$ cat src/rtl/gcd_master_rr.sv
// Multi-channel GCD request master: per-channel job slots, round-robin arbitration
// onto one shared req/busy/valid GCD engine, local zero-operand resolution and a WAIT watchdog.
module gcd_master_rr #(
    parameter int WIDTH   = 4,
    parameter int NUM_CH  = 2,
    parameter int TIMEOUT = 64
) (
    input  logic                      clk_i,
    input  logic                      rst_ni,
    input  logic [NUM_CH-1:0]         in_valid_i,
    output logic [NUM_CH-1:0]         in_ready_o,
    input  logic [NUM_CH*WIDTH-1:0]   op_a_i,
    input  logic [NUM_CH*WIDTH-1:0]   op_b_i,
    output logic [NUM_CH-1:0]         res_valid_o,
    input  logic [NUM_CH-1:0]         res_ready_i,
    output logic [NUM_CH*WIDTH-1:0]   res_data_o,
    output logic [NUM_CH-1:0]         res_err_o,
    output logic                      req_o,
    output logic [WIDTH-1:0]          a_o,
    output logic [WIDTH-1:0]          b_o,
    input  logic                      busy_i,
    input  logic                      valid_i,
    input  logic [WIDTH-1:0]          result_val_i
);
    localparam int CH_W  = (NUM_CH > 1) ? $clog2(NUM_CH) : 1;
    localparam int CNT_W = $clog2(TIMEOUT);

    localparam logic [1:0] FSM_IDLE  = 2'd0;
    localparam logic [1:0] FSM_ISSUE = 2'd1;
    localparam logic [1:0] FSM_WAIT  = 2'd2;

    localparam logic [1:0] SLOT_EMPTY = 2'd0;
    localparam logic [1:0] SLOT_PEND  = 2'd1;
    localparam logic [1:0] SLOT_DONE  = 2'd2;

    logic [1:0]                    fsm_q, fsm_d;
    logic [CH_W-1:0]               ptr_q, ptr_d;
    logic [CH_W-1:0]               gnt_q, gnt_d;
    logic [CNT_W-1:0]              cnt_q, cnt_d;
    logic [NUM_CH-1:0][1:0]        slot_q, slot_d;
    logic [NUM_CH-1:0][WIDTH-1:0]  opa_q, opa_d;
    logic [NUM_CH-1:0][WIDTH-1:0]  opb_q, opb_d;
    logic [NUM_CH-1:0][WIDTH-1:0]  res_q, res_d;
    logic [NUM_CH-1:0]             err_q, err_d;

    logic                          arb_hit_s;
    logic [CH_W-1:0]               arb_ch_s;
    logic [CH_W-1:0]               arb_next_s;
    logic [CH_W:0]                 arb_sum_s;

    // Round-robin pick: scan from the highest offset down so the lowest offset from ptr wins.
    always_comb begin
        arb_hit_s = 1'b0;
        arb_ch_s  = '0;
        arb_sum_s = '0;
        for (int i = NUM_CH - 1; i >= 0; i--) begin
            arb_sum_s = {1'b0, ptr_q} + (CH_W+1)'(i);
            arb_sum_s = (arb_sum_s >= (CH_W+1)'(NUM_CH)) ? arb_sum_s - (CH_W+1)'(NUM_CH) : arb_sum_s;
            arb_ch_s  = (slot_q[arb_sum_s[CH_W-1:0]] == SLOT_PEND) ? arb_sum_s[CH_W-1:0] : arb_ch_s;
            arb_hit_s = arb_hit_s | (slot_q[arb_sum_s[CH_W-1:0]] == SLOT_PEND);
        end
        arb_next_s = (arb_ch_s == CH_W'(NUM_CH - 1)) ? '0 : arb_ch_s + CH_W'(1);
    end

    // Slot handshakes and engine-sequencing FSM next state.
    always_comb begin
        fsm_d  = fsm_q;
        ptr_d  = ptr_q;
        gnt_d  = gnt_q;
        cnt_d  = cnt_q;
        slot_d = slot_q;
        opa_d  = opa_q;
        opb_d  = opb_q;
        res_d  = res_q;
        err_d  = err_q;

        for (int c = 0; c < NUM_CH; c++) begin
            if (slot_q[c] == SLOT_EMPTY && in_valid_i[c]) begin
                slot_d[c] = SLOT_PEND;
                opa_d[c]  = op_a_i[c*WIDTH +: WIDTH];
                opb_d[c]  = op_b_i[c*WIDTH +: WIDTH];
            end else if (slot_q[c] == SLOT_DONE && res_ready_i[c]) begin
                slot_d[c] = SLOT_EMPTY;
            end else begin
                slot_d[c] = slot_q[c];
            end
        end

        case (fsm_q)
            FSM_IDLE: begin
                if (arb_hit_s) begin
                    ptr_d = arb_next_s;
                    // gcd(0,x)=x and gcd(0,0)=0, so a|b is the answer without the engine
                    if (opa_q[arb_ch_s] == '0 || opb_q[arb_ch_s] == '0) begin
                        slot_d[arb_ch_s] = SLOT_DONE;
                        res_d[arb_ch_s]  = opa_q[arb_ch_s] | opb_q[arb_ch_s];
                        err_d[arb_ch_s]  = 1'b0;
                    end else begin
                        fsm_d = FSM_ISSUE;
                        gnt_d = arb_ch_s;
                    end
                end else begin
                    fsm_d = FSM_IDLE;
                end
            end
            FSM_ISSUE: begin
                if (valid_i) begin
                    slot_d[gnt_q] = SLOT_DONE;
                    res_d[gnt_q]  = result_val_i;
                    err_d[gnt_q]  = 1'b0;
                    fsm_d         = FSM_IDLE;
                end else if (busy_i) begin
                    fsm_d = FSM_WAIT;
                    cnt_d = '0;
                end else begin
                    fsm_d = FSM_ISSUE;
                end
            end
            FSM_WAIT: begin
                if (valid_i) begin
                    slot_d[gnt_q] = SLOT_DONE;
                    res_d[gnt_q]  = result_val_i;
                    err_d[gnt_q]  = 1'b0;
                    fsm_d         = FSM_IDLE;
                end else if (cnt_q == CNT_W'(TIMEOUT - 1)) begin
                    slot_d[gnt_q] = SLOT_DONE;
                    res_d[gnt_q]  = '0;
                    err_d[gnt_q]  = 1'b1;
                    fsm_d         = FSM_IDLE;
                end else begin
                    cnt_d = cnt_q + CNT_W'(1);
                end
            end
            default: begin
                fsm_d = FSM_IDLE;
            end
        endcase
    end

    // State registers with synchronous active-low reset.
    always_ff @(posedge clk_i) begin
        if (!rst_ni) begin
            fsm_q  <= FSM_IDLE;
            ptr_q  <= '0;
            gnt_q  <= '0;
            cnt_q  <= '0;
            slot_q <= '0;
            opa_q  <= '0;
            opb_q  <= '0;
            res_q  <= '0;
            err_q  <= '0;
        end else begin
            fsm_q  <= fsm_d;
            ptr_q  <= ptr_d;
            gnt_q  <= gnt_d;
            cnt_q  <= cnt_d;
            slot_q <= slot_d;
            opa_q  <= opa_d;
            opb_q  <= opb_d;
            res_q  <= res_d;
            err_q  <= err_d;
        end
    end

    // Per-channel status decoded straight from the slot registers.
    always_comb begin
        for (int c = 0; c < NUM_CH; c++) begin
            in_ready_o[c]  = (slot_q[c] == SLOT_EMPTY);
            res_valid_o[c] = (slot_q[c] == SLOT_DONE);
        end
    end

    assign res_data_o = res_q;
    assign res_err_o  = err_q;
    assign req_o      = (fsm_q == FSM_ISSUE);
    assign a_o        = (fsm_q == FSM_ISSUE) ? opa_q[gnt_q] : '0;
    assign b_o        = (fsm_q == FSM_ISSUE) ? opb_q[gnt_q] : '0;

endmodule
$ cat config.mk
export PLATFORM = sky130hd
export DESIGN_NAME = gcd_master_rr
export DESIGN_NICKNAME = d
export VERILOG_FILES = /design/src/rtl/gcd_master_rr.sv
export SDC_FILE = /design/constraint.sdc
export NUM_CORES = 1
export LEC_CHECK = 0
export ABC_AREA = 1
export CORE_MARGIN = 2
export CORE_UTILIZATION = 27
export CTS_BUF_LIST = sky130_fd_sc_hd__clkbuf_2 sky130_fd_sc_hd__clkbuf_4 sky130_fd_sc_hd__clkbuf_8
export DETAILED_ROUTE_END_ITERATION = 8
export PLACE_DENSITY = 0.59
export SLEW_MARGIN = 30
export SYNTH_ARGS = -nofsm -noshare
export SYNTH_HDL_FRONTEND = slang
export SYNTH_SLANG_ARGS = --single-unit
$ cat constraint.sdc
create_clock -name clk_i -period 2.05 [get_ports clk_i]
set_input_delay 0.41 -clock clk_i [delete_from_list [all_inputs] [get_ports clk_i]]
set_output_delay 0.41 -clock clk_i [all_outputs]
set_load 0.01 [all_outputs]
==> flow_metrics.tcl <==
set metrics [dict create \
    status "completed" \
    die_h_um 98.8 \
    max_slew_margin_pct 72.8 \
    drive_gt1_share_pct 12.9 \
    drc 0 \
    clk_latency_ps 310 \
    end_kind "output pin" \
    syn_to_final_growth_pct 33.1 \
    cts_setup_buffers 0 \
    netlist_area_um2 2430 \
    p_per_area_nw_per_um2 1500 \
    peakVddDrop_uv 693 \
    slowest_stage "clkdlybuf4s50_1" \
    cts_buffer_depth 2 \
    criticalPathCategory "reg2out" \
    r2r_slack_ps 160 \
    grt.overflow.total 0 \
    critPathLaunchType "flop" \
    hold_ws_ps 482 \
    grt_use_total_pct 13.8 \
    yosysTopAreaCell "dfxtp_1" \
    power_w 0.00484 \
    max_freq_mhz 525 \
    synth.avg_cell_area_um2 6.65 \
    dp_hpwl_um 5170 \
    fin_nets 457 \
    min_path_type "reg2reg" \
    rsz0062_at_grt "false" \
    dr.max_layer_used "met4" \
    wirelength_um 6710 \
    wl_met2_um 2920 \
    antenna_cells 0 \
    grt_pass1_vias 2234 \
    min_period_ps 1910 \
    met3_length_um 344 \
    setup_viol 0 \
    synth.net_count 398 \
    ys_seq_area_share_pct 33.0 \
    cp_max_fo 5 \
    leakagePower_nw 1.39 \
    p_int_w 0.00249 \
    comb_power_share_pct 61.4 \
    async_reset_ff_share_pct 0 \
    dieWidth_um 98.8 \
    drtIter0Drc 187 \
    cp_cell_sequence "inv_1 -> nor2_1 -> clkdlybuf4s50_1" \
    swShare_pct 48.5 \
    ios 51 \
    ys_top_cells_by_area "dfxtp_1, nor2_1, o21ai_0, nand2_1, inv_1" \
    detail_route.first_pass.iterations 5 \
    p_sw_w 0.00234 \
    tritoncts "built" \
    ctsHoldBuffers 0 \
    grt_max_degree 19 \
    wire_per_inst_um 12.6 \
    n_fill_cell 923 \
    grt_pass1_wl_um 10900 \
    pwr-share-seq_pct 24.5 \
    cp.required_ps 1640 \
    setup-tns-final_ps 0 \
    crit_path_max_incr_delay_ps 540 \
    worst_slew_pin_slew_ps 407 \
    initial_core_util_pct 27.8 \
    clock_sinks 40 \
    core-area_um2 8720 \
    synth_top_cell_area_share_pct 33.0 \
    routed_via_density 4.64 \
    vias 2472 \
    antenna_left 0 \
    numCtsBuffers 5 \
    port-buffer-count 50 \
    synth_seq_cells 40 \
    synth.distinct_cells 33 \
    cts_resized 12 \
    clkPwrFrac_pct 14.1 \
    antenna_found_initial 0 \
    arrival_ps 1500 \
    synth_ff_type "dfxtp_1" \
    synthCells 365 \
    cts_root_buf "clkbuf_8" \
    maxCapViolations 0 \
    finalHoldViolations 0 \
    die_area_um2 9760 \
    skew_ps 9.00 \
    place.gp.congestion 0.882 \
    clkSlewWorstSetupHoldPaths_ps 90 \
    num_rows 34 \
    h-tree-depth 2 \
    fin_crit_sh_pct 93.0 \
    synth-warning-count 0 \
    wl_met1_um 3390 \
    synth_edf_count 0 \
    drv_slew 0 \
]
cell usage after synthesis, types with 3 or more instances:
library cell and n:
nor3_1 7, a21oi_1 29, o21ai_0 43, inv_1 39, nand2_4 4, nor2_4 4
nor2_1 65, o22ai_1 9, o21ai_1 3, nand2_1 57, dfxtp_1 40, nand2_2 13
clkbuf_1 7, nand3_1 16, ha_1 5
routing by layer:
metal	up-vias	GRT usage, %
met2	63	21.0
li1	1312	-
met3	6	2.84
met5	-	0
met4	0	4.43
met1	1091	19.7
final cells by class:
cell class / instances / area [um2] / area share [%]
clock buffer: 5 / 68.8 / 2.13
inverter: 42 / 159 / 4.92
clock inverter: 3 / 46.3 / 1.43
sequential: 40 / 801 / 24.8
multi-input combinational: 272 / 1440 / 44.4
tap: 108 / 135 / 4.18
timing repair buffer: 63 / 587 / 18.2
per-stage QoR:
stage | cell area [um2] | cells | utilization, % | setup slack [ps]
floorplan | 2430 | 365 | - | 262
global placement | 3110 | 525 | 35.7 | 93.6
detailed placement | 3110 | 525 | 35.7 | 94.4
CTS | 3230 | 533 | 37.0 | 130
global route | 3230 | 533 | 37.1 | 11.7
finish | 3230 | 533 | 37.1 | 144
worst paths after layout:
path,from,to,cells past startpoint
max reg2reg,fsm_q[1],cnt_q[3],10
min reg2reg,opb_q[1],opb_q[1],2
max,slot_q[3],res_valid_o[1],3
min,opb_q[1],opb_q[1],2
logic make-up (layout without fill, tap and decap cells):
family                     count (synthesis)  after routing  synth area share [%]
AOI/OAI and AO/OA                         94             94                  20.9
adders and majority gates                  5              5                  2.58
buffers and inverters                     53            113                  8.61
DFF                                       40             40                  33.0
and+or+nand+nor                          173            173                  34.9
worst max-delay path, delay by kind of cell (launching register included):
kind	cells	cell delay (ps)
flops	1	490
simple gates	1	90
buf+inv	2	610
power by group through the flow:
stage / logic, W / registers, W / clock network [W]
after floorplan: 0.00207 / 0.00118 / 0
after global placement: 0.00291 / 0.00119 / 0
after detailed placement: 0.00295 / 0.00120 / 0
after CTS: 0.00295 / 0.00119 / 0.000701
after global routing: 0.00329 / 0.00122 / 0.000736
final: 0.00297 / 0.00118 / 0.000682
cells in the final DEF, fill, tap and decap left out, drive strengths merged:
cell type,synthesis,layout
buf,4,13
ha,5,5
o31ai,2,2
dfxtp,40,40
nand3,18,18
clkbuf,7,5
nand4,2,2
clkdlybuf4s50,0,41
nor3,7,7
a21oi,29,29
nand2,74,74
nor4,1,1
dlygate4sd2,0,9
o22ai,9,9
a221oi,1,1
clkinvlp,0,1
o21a,2,2
or2,1,1
a211oi,2,2
nor2,70,70
o21ai,47,47
clkinv,2,2
bufinv,0,1
o211ai,1,1
inv,40,41
a31oi,1,1
Power figures use the tool's default switching activity.
